===== config.mk =====
export PLATFORM = sky130hd
export DESIGN_NAME = io_display_ctrl
export DESIGN_NICKNAME = d
export VERILOG_FILES = /design/src/rtl/io_pkg.sv /design/src/rtl/sw_debounce.sv /design/src/rtl/io_display_ctrl.sv
export SDC_FILE = /design/constraint.sdc
export NUM_CORES = 1
export LEC_CHECK = 0
export BUFFER_PORTS_ARGS = -buffer_cell sky130_fd_sc_hd__buf_2
export CAP_MARGIN = 0
export CORE_MARGIN = 2
export CORE_UTILIZATION = 50
export CTS_CLUSTER_SIZE = 16
export DETAILED_ROUTE_END_ITERATION = 7
export PLACE_DENSITY = 0.73
export SLEW_MARGIN = 20
export SYNTH_ARGS = -nofsm -noshare
export SYNTH_HDL_FRONTEND = slang
export SYNTH_HIERARCHICAL = 1
export SYNTH_SLANG_ARGS = --single-unit

===== constraint.sdc =====
create_clock -name CLK -period 2.5 [get_ports CLK]
set_input_delay 0.125 -clock CLK [delete_from_list [all_inputs] [get_ports CLK]]
set_output_delay 0.125 -clock CLK [all_outputs]
set_load 0.005 [all_outputs]

===== src/rtl/io_pkg.sv =====
// Register map constants shared by the display/switch IO peripheral.
package io_pkg;
  localparam logic [3:0] ADDR_DISP = 4'h0;
  localparam logic [3:0] ADDR_STAT = 4'h4;
  localparam logic [3:0] ADDR_CTRL = 4'h8;

  localparam int CTRL_BLINK_BIT = 8;
  localparam int STAT_CHG_BIT   = 31;
endpackage


===== src/rtl/sw_debounce.sv =====
// Two-flop synchroniser plus shared debounce counter for the slide switches.
// sw_chg pulses in the cycle sw_deb takes a new value.
module sw_debounce #(
  parameter int NUM_SW = 2,
  parameter int DEB_W  = 16
) (
  input  logic              CLK,
  input  logic              RESET,
  input  logic [NUM_SW-1:0] SW,
  output logic [NUM_SW-1:0] sw_deb,
  output logic              sw_chg
);
  logic [NUM_SW-1:0] s1, s2;
  logic [DEB_W-1:0]  cnt;
  logic              settled, differs;

  // Counting only while the synchronised value is both new and steady means
  // any bounce restarts the full qualification window.
  assign settled = (s1 == s2);
  assign differs = (s2 != sw_deb);
  assign sw_chg  = differs && settled && (&cnt);

  always_ff @(posedge CLK or posedge RESET) begin
    if (RESET) begin
      s1     <= '0;
      s2     <= '0;
      cnt    <= '0;
      sw_deb <= '0;
    end else begin
      s1 <= SW;
      s2 <= s1;
      if (sw_chg) begin
        sw_deb <= s2;
        cnt    <= '0;
      end else if (differs && settled) begin
        cnt <= cnt + 1'b1;
      end else begin
        cnt <= '0;
      end
    end
  end
endmodule


===== src/rtl/io_display_ctrl.sv =====
// Memory-mapped IO peripheral: multiplexed 7-segment display with enable mask
// and blink, plus debounced slide switches with a sticky change flag.
module io_display_ctrl
  import io_pkg::*;
#(
  parameter int NUM_DIGITS = 4,
  parameter int SEG_W      = 7,
  parameter int NUM_SW     = 2,
  parameter int DWELL_W    = 14,
  parameter int DEB_W      = 16,
  parameter int BLINK_W    = 22
) (
  input  logic                  CLK,
  input  logic                  RESET,
  input  logic [3:0]            IOAddr,
  input  logic [31:0]           IOWriteData,
  input  logic                  IOWriteEn,
  input  logic                  IOReadEn,
  output logic [31:0]           IOReadData,
  input  logic [NUM_SW-1:0]     SW,
  output logic [NUM_DIGITS-1:0] AN,
  output logic [SEG_W-1:0]      SEG
);
  localparam int DW    = NUM_DIGITS * SEG_W;
  localparam int IDX_W = (NUM_DIGITS > 1) ? $clog2(NUM_DIGITS) : 1;

  logic [NUM_DIGITS-1:0][SEG_W-1:0] disp;
  logic [NUM_DIGITS-1:0]            mask;
  logic                             blink;
  logic                             chg_flag;
  logic [DWELL_W-1:0]               dwell_cnt;
  logic [IDX_W-1:0]                 idx;
  logic [BLINK_W-1:0]               blink_cnt;
  logic [NUM_SW-1:0]                sw_deb;
  logic                             sw_chg;
  logic                             digit_en;
  logic [NUM_DIGITS-1:0]            onehot;
  logic                             unused_wdata;

  assign unused_wdata = ^IOWriteData;

  sw_debounce #(.NUM_SW(NUM_SW), .DEB_W(DEB_W)) u_deb (
    .CLK    (CLK),
    .RESET  (RESET),
    .SW     (SW),
    .sw_deb (sw_deb),
    .sw_chg (sw_chg)
  );

  always_ff @(posedge CLK or posedge RESET) begin
    if (RESET) begin
      disp  <= '0;
      mask  <= '1;
      blink <= 1'b0;
    end else if (IOWriteEn) begin
      case (IOAddr)
        ADDR_DISP: disp <= IOWriteData[DW-1:0];
        ADDR_CTRL: begin
          mask  <= IOWriteData[NUM_DIGITS-1:0];
          blink <= IOWriteData[CTRL_BLINK_BIT];
        end
        default: ;
      endcase
    end
  end

  // A new change in the same cycle as the clearing read must not be lost.
  always_ff @(posedge CLK or posedge RESET) begin
    if (RESET)
      chg_flag <= 1'b0;
    else if (sw_chg)
      chg_flag <= 1'b1;
    else if (IOReadEn && IOAddr == ADDR_STAT)
      chg_flag <= 1'b0;
  end

  always_ff @(posedge CLK or posedge RESET) begin
    if (RESET) begin
      dwell_cnt <= '0;
      idx       <= '0;
      blink_cnt <= '0;
    end else begin
      dwell_cnt <= dwell_cnt + 1'b1;
      blink_cnt <= blink_cnt + 1'b1;
      if (&dwell_cnt)
        idx <= (idx == IDX_W'(NUM_DIGITS - 1)) ? '0 : idx + 1'b1;
    end
  end

  assign digit_en = mask[idx] && !(blink && blink_cnt[BLINK_W-1]);
  assign onehot   = NUM_DIGITS'(1) << idx;
  assign AN       = digit_en ? ~onehot : '1;
  assign SEG      = digit_en ? ~disp[idx] : '1;

  always_comb begin
    IOReadData = '0;
    case (IOAddr)
      ADDR_DISP: IOReadData[DW-1:0] = disp;
      ADDR_STAT: begin
        IOReadData[STAT_CHG_BIT] = chg_flag;
        IOReadData[NUM_SW-1:0]   = sw_deb;
      end
      ADDR_CTRL: begin
        IOReadData[CTRL_BLINK_BIT]   = blink;
        IOReadData[NUM_DIGITS-1:0]   = mask;
      end
      default: ;
    endcase
  end
endmodule


==> impl_metrics.yaml <==
sta:
  timing.fmax_mhz: 469
  holdWs_ns: 0.0102
  finalMaxSlewViolations: 0
  hold_viol: 0
  worstMarginPinSlew_ns: 0.808
  clock_skew_ns: 0.00843
  slew_headroom_pct: 46.1
  rsz0062_at_grt: "false"
  setup_viol: 0
  tns_ns: 0
  min_period_over_period_pct: 85.4
  min_period_ns: 2.13
power:
  p_sw_share_pct: 25.0
  pwr_density_cell_nw_per_um2: 562
  leakagePower_uw: 0.00246
  internal-power_uw: 2240
  irDropWorstVdd_v: 0.000376
  p_clk_share_pct: 28.1
  pwr-share-seq_pct: 58.9
  combPwrFrac_pct: 13.0
  p_switching_uw: 747
global_routing:
  grt_pass1_vias: 3184
  antenna_found_initial: 0
  grt_usage_pct: 18.8
  grt-ovfl-total: 0
  grt_first_pass_wirelength_mm: 15.0
  grt_max_degree: 63
placed_design:
  routabilityCongestion: 0.786
  placedCellCount: 567
  io_buffers: 77
  place_area_um2: 5050
  dp_hpwl_mm: 6.28
final_layout:
  fillCellCount: 714
  drive_gt1_share_pct: 33.1
  syn2layout_area_growth_pct: 16.9
  final_cells: 592
  n_antenna_cell: 0
  final_area_um2: 5310
  fin_nets: 530
floorplan:
  placementRows: 34
  initial_core_util_pct: 51.8
  die_h_um: 99.3
  die_x_um: 99.3
  design.die.area_um2: 9860
  core-area_um2: 8760
  io_pins: 85
synth:
  yosysSeqAreaShare_pct: 51.9
  synth_area_um2: 4540
  synthCells: 388
  synth_area_leaders: "dfrtp_1 (50%), mux2_2 (8.7%), xnor2_1 (5.0%)"
  synth_cell_type_count: 50
  ys_warn_count: 6
  avgSynthCellArea_um2: 11.7
  synth-edff-count: 0
  synth_top_area_share_pct: 49.6
  synth_seq_cells: 94
  synth_top_area_cell: "dfrtp_1"
  async_flop_share_pct: 100
  ys.flop_type: "dfrtp_1"
detailed_routing:
  dr.pass1.iters: 4
  drt-wirelength-per-cell_um: 14.6
  drtAntennaViolNets: 0
  drc: 0
  routed_via_density: 5.25
  vias: 3107
  drt-initial-drc-count: 132
  wl_mm: 8.67
clocking:
  root_buffer: "clkbuf_8"
  clk_latency_ns: 0.35
  clock_path_buffers: 2
  cts_made_buffers: 9
  htree_levels: 3
  cts_sinks: 94
  clk_pin_slew_worst_paths_ns: 0.09
  post_cts_buffers: 0
  cts_tree: "done"
  cts_resized: 0
run:
  drv_cap: 0
setup_path:
  end_kind: "output port"
  r2r_start: "u_deb/cnt[3]$_DFF_PP0_"
  required_ns: 2.38
  crit_end: "SEG[1]"
  r2r_slack_ns: 0.53
  worstPathArrival_ns: 2.01
  path_class: "flop to output port"
  startpoint_type: "flop"
  crit_start: "idx[1]$_DFFE_PP0P_"
  path_max_fanout: 12
  rr_endpoint: "u_deb/sw_deb[1]$_DFFE_PP0N_"
  worstRegToRegCells: 4
status:
  status: "finished clean"
min_path:
  holdCritPathClass: "input pin to flop"
[kinds of logic (layout without fill, tap and decap cells)]
group	count (synthesis)	count (layout)	share of synthesized area [%]
AND/OR/NAND/NOR	152	152	18.2
multiplexers	50	50	14.4
flip-flops	94	94	51.9
other	1	3	0.0826
adder cells (fa/ha/maj)	7	7	1.93
AO/OA/AOI/OAI	14	14	1.90
XOR/XNOR	46	46	8.87
buffers and inverters	24	118	2.70
[registers in the layout, summed over array words and instances, names as in the netlist]
| signal | count |
|---|---|
| u_deb/sw_deb | 2 |
| u_deb/s2 | 2 |
| mask | 4 |
| idx | 2 |
| blink | 1 |
| u_deb/s1 | 2 |
| u_deb/cnt | 16 |
| blink_cnt | 22 |
| dwell_cnt | 14 |
| chg_flag | 1 |
| disp | 28 |
[worst max-delay path: stages (launching register included)]
cell and delay (ns):
dfrtp_1 0.72, mux4_2 0.32, a21boi_0 0.18, buf_4 0.22
nand2_1 0.09, buf_2 0.13
[worst min-delay path by stage]
stage / startpoint / end / slack [ns] / cells past startpoint
2_1_floorplan: RESET / u_deb/cnt[0]$_DFF_PP0_ / 0.11 / 1
6_report: IOWriteData[6] / disp[6]$_DFFE_PP0P_ / 0.01 / 2
3_3_place_gp: RESET / chg_flag$_DFFE_PP0P_ / 0.08 / 2
5_1_grt: IOWriteData[11] / disp[11]$_DFFE_PP0P_ / 0.0005 / 2
4_1_cts: IOWriteData[6] / disp[6]$_DFFE_PP0P_ / 0.0006 / 2
3_5_place_dp: RESET / chg_flag$_DFFE_PP0P_ / 0.08 / 2
[Yosys cell counts (2+ instances only)]
cell type,count
dfrtp_1,90
mux2_2,35
nand2_1,33
nor2_1,28
xnor2_1,26
and2_1,23
xor2_1,20
nand3_1,16
nor3_1,11
inv_1,9
mux4_2,8
ha_1,7
a21oi_1,6
nand4_1,6
and3_1,5
buf_2,5
mux2i_1,5
nor4_1,5
clkbuf_1,4
dfstp_2,4
buf_4,3
or3_1,3
buf_6,2
mux2_4,2
nand3_2,2
nand4_2,2
nor2_2,2
o21ai_0,2
or2_1,2
or4_4,2
[placed cells by master (no fill, tap or decap), types with 7 or more instances in the layout]
cell type       n
dfrtp_1        90
nand2_1        33
inv_1           8
nor2_1         28
clkbuf_8        9
buf_2          77
mux2_2         35
ha_1            7
and2_1         23
xor2_1         20
nand3_1        16
nor3_1         11
xnor2_1        26
dlygate4sd3_1  11
mux4_2          8
[final cells by class]
type,count,area (µm²),area share [%]
timing repair buffer,95,561,10.6
inverter,9,33.8,0.636
tap,108,135,2.54
clock inverter,4,26.3,0.495
sequential,94,2360,44.4
multi-input combinational,272,2070,39.0
clock buffer,10,128,2.40
[per-layer routing]
metal | GRT usage, % | vias to the layer above | part of all wire (%)
met3 | 3.65 | 10 | 3.3
met1 | 25.1 | 1533 | 46
li1 | - | 1513 | -
met5 | 0 | - | 0
met4 | 4.95 | 0 | 0.93
met2 | 31.9 | 51 | 49
[power by group through the flow]
stage	clock network [µW]	logic, µW	registers [µW]
finish	838	389	1760
CTS	867	395	1760
global placement	0	370	1780
detailed placement	0	381	1790
floorplan	0	266	1750
global route	919	430	1780
[what timing repair did]
item | in CTS | in global routing
hold buffers | 11 | 0
hold endpoints to repair | 42 | 0
endpoints found under the setup margin | 0 | 0
[stage by stage]
step / setup slack (ns) / total power [µW] / utilization [%]
2_1_floorplan: 0.557 / 2010 / -
5_1_grt: 0.223 / 3130 / 60.6
3_3_place_gp: 0.550 / 2150 / 57.6
6_report: 0.366 / 2980 / 60.6
3_5_place_dp: 0.519 / 2170 / 57.6
4_1_cts: 0.336 / 3020 / 60.6
(Power assumes the default switching activity.)
